===== src/rtl/i2c_slave_core.sv =====
// I2C slave protocol engine: synchronizes SCL/SDA, detects START/STOP, matches a 7-bit
// address and moves bytes between the bus and external RX/TX stores over open-drain SDA.
module i2c_slave_core #(
    parameter int G_SYNC_STAGES = 2
) (
    input  logic       clk,
    input  logic       rst_n,
    input  logic       scl_in,
    input  logic       sda_in,
    output logic       sda_oe,
    input  logic [6:0] i2c_slave_addr,
    output logic       rx_wr_en,
    output logic [7:0] rx_wr_data,
    input  logic       rx_full,
    output logic       tx_rd_en,
    input  logic [7:0] tx_rd_data,
    input  logic       tx_empty,
    output logic       busy,
    output logic       tx_underrun,
    output logic [2:0] dbg_state
);
    typedef enum logic [2:0] {
        IDLE, ADDR, ADDR_ACK, WR_DATA, WR_ACK, RD_DATA, RD_ACK, WAIT_STOP
    } state_t;

    logic [G_SYNC_STAGES-1:0] scl_sync_q, sda_sync_q;
    logic scl_hist_q, sda_hist_q;
    logic scl_s, sda_s;
    logic scl_rise, scl_fall, start_det, stop_det;

    state_t     state_q, state_d;
    logic [2:0] cnt_q, cnt_d;
    logic [7:0] shreg_q, shreg_d;
    logic       sda_oe_q, sda_oe_d;
    logic       busy_q, busy_d;
    logic       phase_q, phase_d;   // second scl_fall of an ACK slot, or master ACK seen
    logic       ack_q, ack_d;
    logic       match_q, match_d;
    logic       rw_q, rw_d;
    logic       pend_q, pend_d;
    logic       load;

    // Sync flops idle high so reset release never fakes a bus event.
    always_ff @(posedge clk or negedge rst_n) begin
        if (!rst_n) begin
            scl_sync_q <= '1;
            sda_sync_q <= '1;
            scl_hist_q <= 1'b1;
            sda_hist_q <= 1'b1;
        end else begin
            scl_sync_q <= {scl_sync_q[G_SYNC_STAGES-2:0], scl_in};
            sda_sync_q <= {sda_sync_q[G_SYNC_STAGES-2:0], sda_in};
            scl_hist_q <= scl_s;
            sda_hist_q <= sda_s;
        end
    end

    assign scl_s     = scl_sync_q[G_SYNC_STAGES-1];
    assign sda_s     = sda_sync_q[G_SYNC_STAGES-1];
    assign scl_rise  = scl_s & ~scl_hist_q;
    assign scl_fall  = ~scl_s & scl_hist_q;
    assign start_det = scl_s & scl_hist_q & sda_hist_q & ~sda_s;
    assign stop_det  = scl_s & scl_hist_q & ~sda_hist_q & sda_s;

    always_ff @(posedge clk or negedge rst_n) begin
        if (!rst_n) begin
            state_q  <= IDLE;
            cnt_q    <= '0;
            shreg_q  <= '0;
            sda_oe_q <= 1'b0;
            busy_q   <= 1'b0;
            phase_q  <= 1'b0;
            ack_q    <= 1'b0;
            match_q  <= 1'b0;
            rw_q     <= 1'b0;
            pend_q   <= 1'b0;
        end else begin
            state_q  <= state_d;
            cnt_q    <= cnt_d;
            shreg_q  <= shreg_d;
            sda_oe_q <= sda_oe_d;
            busy_q   <= busy_d;
            phase_q  <= phase_d;
            ack_q    <= ack_d;
            match_q  <= match_d;
            rw_q     <= rw_d;
            pend_q   <= pend_d;
        end
    end

    always_comb begin
        state_d     = state_q;
        cnt_d       = cnt_q;
        shreg_d     = shreg_q;
        sda_oe_d    = sda_oe_q;
        busy_d      = busy_q;
        phase_d     = phase_q;
        ack_d       = ack_q;
        match_d     = match_q;
        rw_d        = rw_q;
        pend_d      = 1'b0;
        load        = 1'b0;
        rx_wr_en    = 1'b0;
        tx_rd_en    = 1'b0;
        tx_underrun = 1'b0;
        if (start_det) begin
            state_d  = ADDR;
            cnt_d    = '0;
            sda_oe_d = 1'b0;
            busy_d   = 1'b1;
            phase_d  = 1'b0;
        end else if (stop_det) begin
            state_d  = IDLE;
            sda_oe_d = 1'b0;
            busy_d   = 1'b0;
        end else begin
            case (state_q)
                ADDR: if (scl_rise) begin
                    shreg_d = {shreg_q[6:0], sda_s};
                    cnt_d   = cnt_q + 3'd1;
                    if (cnt_q == 3'd6) match_d = ({shreg_q[5:0], sda_s} == i2c_slave_addr);
                    if (cnt_q == 3'd7) begin
                        rw_d    = sda_s;
                        phase_d = 1'b0;
                        state_d = match_q ? ADDR_ACK : WAIT_STOP;
                    end
                end
                ADDR_ACK: if (scl_fall) begin
                    if (!phase_q) begin
                        sda_oe_d = 1'b1;
                        phase_d  = 1'b1;
                    end else if (!rw_q) begin
                        sda_oe_d = 1'b0;
                        cnt_d    = '0;
                        state_d  = WR_DATA;
                    end else begin
                        load = 1'b1;
                    end
                end
                WR_DATA: if (scl_rise) begin
                    shreg_d = {shreg_q[6:0], sda_s};
                    cnt_d   = cnt_q + 3'd1;
                    if (cnt_q == 3'd7) begin
                        state_d = WR_ACK;
                        pend_d  = 1'b1;
                        phase_d = 1'b0;
                    end
                end
                WR_ACK: begin
                    if (pend_q) begin
                        ack_d    = ~rx_full;
                        rx_wr_en = ~rx_full;
                    end
                    if (scl_fall) begin
                        if (!phase_q) begin
                            sda_oe_d = ack_q;
                            phase_d  = 1'b1;
                        end else begin
                            sda_oe_d = 1'b0;
                            cnt_d    = '0;
                            state_d  = ack_q ? WR_DATA : WAIT_STOP;
                        end
                    end
                end
                RD_DATA: if (scl_fall) begin
                    shreg_d = {shreg_q[6:0], 1'b0};
                    cnt_d   = cnt_q + 3'd1;
                    if (cnt_q == 3'd7) begin
                        sda_oe_d = 1'b0;
                        phase_d  = 1'b0;
                        state_d  = RD_ACK;
                    end else begin
                        sda_oe_d = ~shreg_q[6];
                    end
                end
                RD_ACK: begin
                    if (scl_rise) begin
                        if (sda_s) state_d = WAIT_STOP;
                        else       phase_d = 1'b1;
                    end
                    if (scl_fall && phase_q) load = 1'b1;
                end
                default: ;
            endcase
            // Byte load at the scl_fall that closes an ACK slot.
            if (load) begin
                cnt_d   = '0;
                phase_d = 1'b0;
                state_d = RD_DATA;
                if (tx_empty) begin
                    shreg_d     = 8'hFF;
                    tx_underrun = 1'b1;
                    sda_oe_d    = 1'b0;
                end else begin
                    shreg_d  = tx_rd_data;
                    tx_rd_en = 1'b1;
                    sda_oe_d = ~tx_rd_data[7];
                end
            end
        end
    end

    assign sda_oe     = sda_oe_q;
    assign busy       = busy_q;
    assign rx_wr_data = shreg_q;
    assign dbg_state  = state_q;
endmodule


===== config.mk =====
export PLATFORM = sky130hd
export DESIGN_NAME = i2c_slave_core
export DESIGN_NICKNAME = d
export VERILOG_FILES = /design/src/rtl/i2c_slave_core.sv
export SDC_FILE = /design/constraint.sdc
export NUM_CORES = 1
export LEC_CHECK = 0
export ABC_AREA = 1
export CORE_MARGIN = 2
export CORE_UTILIZATION = 45
export CTS_CLUSTER_SIZE = 24
export DETAILED_ROUTE_END_ITERATION = 8
export GPL_TIMING_DRIVEN = 0
export PLACE_DENSITY_LB_ADDON = 0.1
export SLEW_MARGIN = 5
export SYNTH_ARGS = -nofsm -noshare
export SYNTH_HDL_FRONTEND = slang
export SYNTH_SLANG_ARGS = --single-unit

===== constraint.sdc =====
create_clock -name clk -period 1.83 [get_ports clk]
set_clock_uncertainty 0.2 [all_clocks]
set_input_delay 0.2745 -clock clk [delete_from_list [all_inputs] [get_ports clk]]
set_output_delay 0.2745 -clock clk [all_outputs]
set_load 0.02 [all_outputs]

==> flow_summary.toml <==
[layout]
nets = 328
n_fill_cell = 291
final_util = 0.734
area_growth_pct = 54.3
n_antenna_cell = 0
drive_gt1_frac = 0.383

[power]
p_total_mw = 3.46
peakVddDrop_mv = 0.814
powerDensity_mw_per_mm2 = 1270
p_leak_nw = 1.39

[critical_path]
path_class = "reg -> out"
cp_cell_sequence = "nand3_4 -> inv_4 -> nand2_4 -> nand2_4 -> buf_12 -> nand2_8 -> inv_2 -> buf_6"
crit_path_top_delay_cell = "dfstp_2"
crit_top_cell = "nand2_4"
timing.rr.start = "scl_sync_q[1]"
crit_path_max_incr_delay_ps = 650
worst-endpoint-arrival_ps = 1610
r2r_cells = 12
cp.required_ps = 1360
regToRegSetupSlack_ps = -190
endpoint_kind = "primary output"
timing.rr.end = "dbg_state[2]"
cp-start-kind = "register"
cp_num_buf_inv = 4
crit_fanout = 5
crit_family = "flip-flops"

[routing]
routed_wl_mm = 5.35
postRouteAntennaNets = 0
wl_per_cell_um = 15.3
drc = 0
drtIter0Drc = 136
dr.pass1.iters = 4
vias = 1846
viasPerCell = 5.26

[synthesis]
yosysSeqAreaShare = 0.386
ys_seq_elements = 27
yosysWarnings = 0
synth_largest_area_cell = "dfrtp_1"
yosysUniqueCellTypes = 30
synth_top_area_share = 0.297
syn_avg_cell_area_sq_um = 7.59
synth_fp_nets = 257
synth_cells = 233
synthTopCellsByArea = "dfrtp_1 (30%), nand2_1 (15%), dfstp_2 (8.9%)"
synthesis.area_sq_mm = 0.00177

[floorplanning]
fp-row-count = 22
core_area_sq_mm = 0.00372
die_h_um = 66.7
die_area_sq_mm = 0.00445
initial_utilization = 0.476
io_pins = 37
die_w_um = 66.7

[cts]
insertion_delay_ps = 280
clockBufferDepth = 2
cts_made_buffers = 3
cts_tree = "built"
cts_sinks = 27
clk_pin_slew_worst_paths_ps = 90
root_buffer = "clkbuf_8"
cts.htree.levels = 1

[timing]
fin_crit_sh = 1.14
setup_viol = 19
relSlewSlack = 0.590
min_period_ps = 2080
drv_slew = 0
worst_pin_slew_ps = 615
hold_viol = 0
fin_ws_ps = -251
rsz0062_at_grt = "true"
clock.fmax_mhz = 481

[min_path]
hold_path_end = "sda_sync_q[1]"
worstHoldPathType = "reg -> reg"
whs_path_depth = 0
min-delay-start = "sda_sync_q[0]"

[global_routing]
grt_pass1_vias = 1753
grt_pass1_wl_mm = 8.34
grt-ovfl-total = 0
grt_max_degree = 28
antenna_found_initial = 0
grt_usage = 0.247

[run]
max_cap_violations = 0

[status]
violations = "setup timing"
status = "complete, but fails checks"

[placed_design]
port-buffer-count = 36
dpl.hpwl_mm = 3.32
place.gp.congestion = 0.905
## flip-flops by register name, indices dropped and copies added, names as in the netlist
| name | flops |
|---|---|
| sda_hist_q | 1 |
| sda_oe | 1 |
| pend_q | 1 |
| sda_sync_q | 2 |
| phase_q | 1 |
| match_q | 1 |
| scl_sync_q | 2 |
| dbg_state | 3 |
| cnt_q | 3 |
| scl_hist_q | 1 |
| rx_wr_data | 8 |
| rw_q | 1 |
| ack_q | 1 |
| busy | 1 |
## final cells by class
class                           count  area, sq um  area share
Multi-Input combinational cell    180         1170       0.430
Sequential cell                    27          687       0.252
Timing Repair Buffer               65          611       0.224
Inverter                           25          116      0.0427
Tap cell                           48         60.1      0.0220
Clock buffer                        3         41.3      0.0151
Buffer                              2         35.0      0.0128
Clock inverter                      1         5.00     0.00183
## synth_stat cells, drive strengths merged
master  count
dfstp       6
dfrtp      21
nand3      16
xnor2       6
xor2        1
nor2       33
a21oi       6
buf         2
a31oi       1
nor3        6
nor4        1
o211ai      2
nand2      79
nand4       9
inv        25
o221ai      6
o21a        1
a22oi       1
o21ai       8
ha          3
## where the power goes
part / switching (mW) / leakage [nW] / internal [mW]
clock network: 0.199 / 0.0255 / 0.153
logic: 1.22 / 1.04 / 0.930
registers: 0.194 / 0.322 / 0.765
## repair_timing
action,CTS,global route
hold buffers,0,1
setup endpoints to repair,21,26
pin swaps,6,18
gates cloned,0,1
hold endpoints to repair,0,21
setup buffers,15,13
gates resized for setup,43,48
## layer usage
layer,GRT usage,share of wire,vias to the layer above
met3,0.0321,0.036,7
met2,0.421,0.50,45
met5,0,0,-
met4,0.0816,0.013,0
met1,0.323,0.45,878
li1,-,-,916
## through the flow
stage / TNS (ps) / worst slack [ps] / cell area (sq um) / hold WS [ps] / std cells
final: -1820 / -251 / 2730 / 160 / 351
after global routing: -3510 / -311 / 2730 / 167 / 351
after CTS: -2460 / -230 / 2440 / 161 / 336
after detailed placement: -5670 / -619 / 2190 / 147 / 317
after global placement: -4940 / -603 / 2190 / 146 / 317
after floorplan: 0 / 4.98 / 1770 / -221 / 233
## worst max path at each step
stage	endpoint	cells past startpoint	startpoint	slack [ps]
floorplan	dbg_state[2]	12	dbg_state[0]	5
global placement	tx_rd_en	10	dbg_state[0]	-600
detailed placement	tx_rd_en	10	dbg_state[0]	-620
CTS	tx_rd_en	8	scl_hist_q	-230
global route	tx_rd_en	8	scl_hist_q	-310
finish	tx_rd_en	8	scl_hist_q	-250
## logic make-up after synthesis
family	count (synthesis)	synth area share
and+or+nand+nor	144	0.397
buffers and inverters	27	0.0687
DFF	27	0.386
AOI/OAI and AO/OA	25	0.0920
xor gates and xnor gates	7	0.0347
adders and majority gates	3	0.0212
## layout by cell type (no fill, tap or decap), types with 3 or more instances in the layout
cell type and count:
nand2_1 57, buf_4 27, clkdlybuf4s50_1 23, dfrtp_1 18, nor2_1 17, inv_1 12
nand2_2 12, nand3_1 10, nand2_4 9, nor2_4 9, nand4_1 9, inv_2 8
nor2_2 7, dlymetal6s2s_1 7, xnor2_1 6, dfstp_2 6, nor3_1 5, o21ai_0 5
nand3_2 4, a21oi_2 4, inv_4 3, o221ai_1 3, o221ai_2 3, ha_1 3
clkbuf_8 3, dfrtp_2 3
Note: power is estimated with default switching activity, not from simulation.
==> variant 1, RTL diff (same settings) <==
Make the reset (`rst_n`) synchronous in 2 clocked blocks.
--- a/src/rtl/i2c_slave_core.sv
+++ b/src/rtl/i2c_slave_core.sv
@@ -41,7 +41,7 @@
     logic       load;
 
     // Sync flops idle high so reset release never fakes a bus event.
-    always_ff @(posedge clk or negedge rst_n) begin
+    always_ff @(posedge clk) begin
         if (!rst_n) begin
             scl_sync_q <= '1;
             sda_sync_q <= '1;
@@ -62,7 +62,7 @@
     assign start_det = scl_s & scl_hist_q & sda_hist_q & ~sda_s;
     assign stop_det  = scl_s & scl_hist_q & ~sda_hist_q & sda_s;
 
-    always_ff @(posedge clk or negedge rst_n) begin
+    always_ff @(posedge clk) begin
         if (!rst_n) begin
             state_q  <= IDLE;
             cnt_q    <= '0;
Function: differs if rst_n is asserted again (counterexample within 4 cycles, from zero or initial values and one cycle with rst_n low); with rst_n held inactive, the same outputs for 10 cycles.
==> variant 1 against the unedited design <==
The run still ends with setup timing left; sequential power down 21%; power is 27% lower; sequential share of layout area down 4.0 points; non-clock buffer count up 5; via count rose by 5.2%; largest cell class unchanged; design area decreased by 2.3%; synthesized area shrank 2.1%; setup slack gained 0.16 ns; sequential cell count stayed put; clock power shrank 3%; routed wire length up 1.2%.
==> variant 1: results (changes against the unedited design) <==
stage	metric	value	unit	change
run_status	status	complete, but fails checks		
run_status	violations	setup timing		
routing	vias	1942		+5.2%
pwr	p_leak	1.17	nW	-16%
pwr	swShare	43.9	%	-2.8 points
layout	area_share_nonclk_buffers	24.8	%	+1.2 points
placed_design	dp_hpwl	3500	µm	+5.4%
placed_design	pre_cts_slack	-0.699	ns	-0.0806 ns
sta	setup_viol	4		-15
placed_design	postPlaceCellArea	2170	µm²	-0.91%
critical_path	rrSetupSlack	-0.03	ns	+0.16 ns
layout	fillers	316		+8.6%
routing	routedWlPerCell	14.2	µm	-7.0%
critical_path	reg2reg_depth	9		-3
sta	setup_ws	-0.0902	ns	+0.160 ns
placed_design	placed_cells	345		+8.8%
routing	first_iter_violations	133		-2.2%
pwr	power_density	953	nW/µm²	-25%
critical_path	timing.rr.end	dbg_state[2]		
synthesis	synth_area	1730	µm²	-2.1%
sta	slew_headroom	76.5	%	+18 points
pwr	power_frac_clock	13.4	%	+3.2 points
routing	drt-total-wl	5420	µm	+1.2%
critical_path	cp_data_arrival_time	1.45	ns	-0.16 ns
layout	clock_buffers	4		+1
grt	grt_pass1_wl	8410	µm	+0.83%
variant 1: critical path, stage by stage (launching register included):
cell	delay (ns)
dfxtp_4	0.39
inv_6	0.05
nand4_1	0.15
nand2_2	0.09
buf_4	0.16
nor3_4	0.19
buf_6	0.14
variant 1: what timing repair did:
item,in CTS,in global routing
endpoints found under the setup margin,17,22
buffers inserted,22,12
pin swaps,11,6
resized for setup,52,26
variant 1: logic make-up (layout without fill, tap and decap cells):
| logic type | after synthesis | in the layout | share of synthesized area [%] |
|---|---|---|---|
| compound gates | 29 | 29 | 11.3 |
| xor+xnor | 7 | 7 | 3.54 |
| flops | 27 | 27 | 31.2 |
| fa+ha+maj | 3 | 3 | 2.17 |
| simple gates | 169 | 169 | 45.2 |
| buf+inv | 26 | 99 | 6.50 |
variant 1: routing by layer:
metal  vias to the layer above  wire length (µm)
met5                         -                 0
met4                         0               110
met2                        79              2650
met1                       868              2410
met3                        10               243
li1                        985                 -
==> variant 2, RTL diff (same settings) <==
Without the edit above. Set the parameter `G_SYNC_STAGES` to 4 (it was 2).
--- a/src/rtl/i2c_slave_core.sv
+++ b/src/rtl/i2c_slave_core.sv
@@ -1,7 +1,7 @@
 // I2C slave protocol engine: synchronizes SCL/SDA, detects START/STOP, matches a 7-bit
 // address and moves bytes between the bus and external RX/TX stores over open-drain SDA.
 module i2c_slave_core #(
-    parameter int G_SYNC_STAGES = 2
+    parameter int G_SYNC_STAGES = 4
 ) (
     input  logic       clk,
     input  logic       rst_n,
Function: changed (Yosys sat finds a counterexample within 4 cycles, from zero or initial values and one cycle with rst_n low).
==> variant 2 against the unedited design <==
The run still ends with setup timing left; maximum frequency up 2.5%; sequential cell count up 4; synthesized cell count up 6.9%; setup slack better by 0.051 ns; clock power up 74%; sequential power up 5%; power down 0.15%; routed wire length down 8.6%; design area down 1.5%; synthesized area up 5.6%; critical endpoint unchanged; largest power group unchanged.
==> variant 2: results (changes against the unedited design) <==
stage	metric	value	unit	change
run_status	status	complete, but fails checks		
run_status	violations	setup timing		
pwr	ir_drop	667	µV	-18%
synthesis	syn-num-nets	273		+6.2%
grt	grt_pass1_wl	7600	µm	-8.9%
sta	setup_viol	19		unchanged
layout	stdcell_count	362		+3.1%
grt	gr-usage-all-layers	22.5	%	-2.3 points
layout	drive_gt1_share	30.4	%	-7.8 points
grt	groute.layer.met2.usage	35.9	%	-6.2 points
synthesis	ys_seq_area_share	42.2	%	+3.6 points
grt	grt_use_met3	4.44	%	+1.2 points
clocking	cts_buffers	5		+2
synthesis	synth_warnings	0		unchanged
grt	grt_max_degree	32		+14%
grt	first_global_vias	1619		-7.6%
clocking	htree_levels	2		+1
layout	fin_nets	335		+2.1%
critical_path	cp_data_arrival_time	1.56	ns	-0.05 ns
placed_design	place_congestion	0.996		+10%
placed_design	dp_hpwl	3300	µm	-0.70%
synthesis	ys_types	27		-10%
routing	first_iter_violations	137		+0.74%
sta	setup_ws	-0.200	ns	+0.0509 ns
routing	vias	1826		-1.1%
critical_path	reg2reg_depth	10		-2
synthesis	synth_area_leaders	dfrtp_1 28%, nand2_1 15%, dfstp_2 14%		
sta	slew_headroom	53.3	%	-5.6 points
synthesis	synthCells	249		+6.9%
synthesis	yosys-top-cells-count	73 x nand2_1, 24 x inv_1, 22 x nor2_1		
grt	grt_use_met1	29.6	%	-2.6 points
routing	drt-total-wl	4890	µm	-8.6%
critical_path	rrSetupSlack	-0.10	ns	+0.09 ns
[variant 2: cell count changes in the layout (fill, tap and decap cells not counted), sizes merged, moves of 6 or more]
cell,unedited run,this run
buf,34,24
nand3,16,24
inv,25,32
nand4,9,3
o221ai,6,0
[variant 2: repair_timing]
| item | 4_1_cts | 5_1_grt |
|---|---|---|
| hold buffers | 1 | 0 |
| resized for setup | 36 | 27 |
| endpoints found under the hold margin | 21 | 0 |
| gates cloned | 1 | 0 |
| pin swaps | 14 | 10 |
| setup endpoints to repair | 17 | 24 |
| setup buffers | 15 | 2 |
[variant 2: through the flow]
step	power [mW]	cell area (µm²)	util, %	hold slack, ns	worst slack (ns)
2_1_floorplan	2.10	1880	-	-0.221	0.0114
3_3_place_gp	2.61	2300	57.5	0.146	-0.586
3_5_place_dp	2.62	2290	57.4	0.148	-0.572
4_1_cts	3.37	2590	64.8	0.152	-0.185
5_1_grt	3.72	2690	67.2	0.160	-0.261
6_report	3.46	2690	67.2	0.145	-0.200
[variant 2: cell type report]
| type | instances | area, µm² |
|---|---|---|
| multi-input cells | 184 | 1060 |
| clock inverters | 1 | 7.51 |
| inverters | 32 | 133 |
| flip-flops and latches | 31 | 791 |
| fillers | 327 | 1310 |
| repair buffers | 55 | 519 |
| clock buffers | 7 | 96.3 |
| well taps | 50 | 62.6 |
| plain buffers | 2 | 22.5 |
[variant 2: worst paths after layout]
kind,startpoint,endpoint
max,scl_hist_q,tx_rd_en
min,sda_sync_q[2],sda_sync_q[3]
max reg2reg,scl_hist_q,phase_q
min reg2reg,sda_sync_q[2],sda_sync_q[3]
max in group asynchronous,rst_n,dbg_state[2]
min in group asynchronous,rst_n,sda_oe
[variant 2: per-layer routing]
layer	up-vias	wire, µm	share of wire (%)
li1	923	-	-
met1	837	2210	45
met4	0	84	1.7
met2	58	2360	48
met5	-	0	0
met3	8	234	4.8
[variant 2: power by group]
part,switching [mW],internal [mW]
clock network,0.272,0.342
registers,0.161,0.846
logic,1.09,0.745
total,1.52,1.93
[variant 2: critical path, stage by stage (launching register included)]
cell	delay (ns)
dfstp_2	0.64
nand2_4	0.09
nor2_4	0.08
nand2_2	0.09
nand2_4	0.09
inv_6	0.04
nor2_4	0.10
buf_6	0.13
[variant 2: cells by family after synthesis]
kind of cell    Yosys count  share of synthesized area [%]
compound gates           24                           7.44
xor+xnor                  7                           3.28
fa+ha+maj                 3                           2.01
buf+inv                  34                           7.57
flops                    31                           42.2
simple gates            150                           37.5
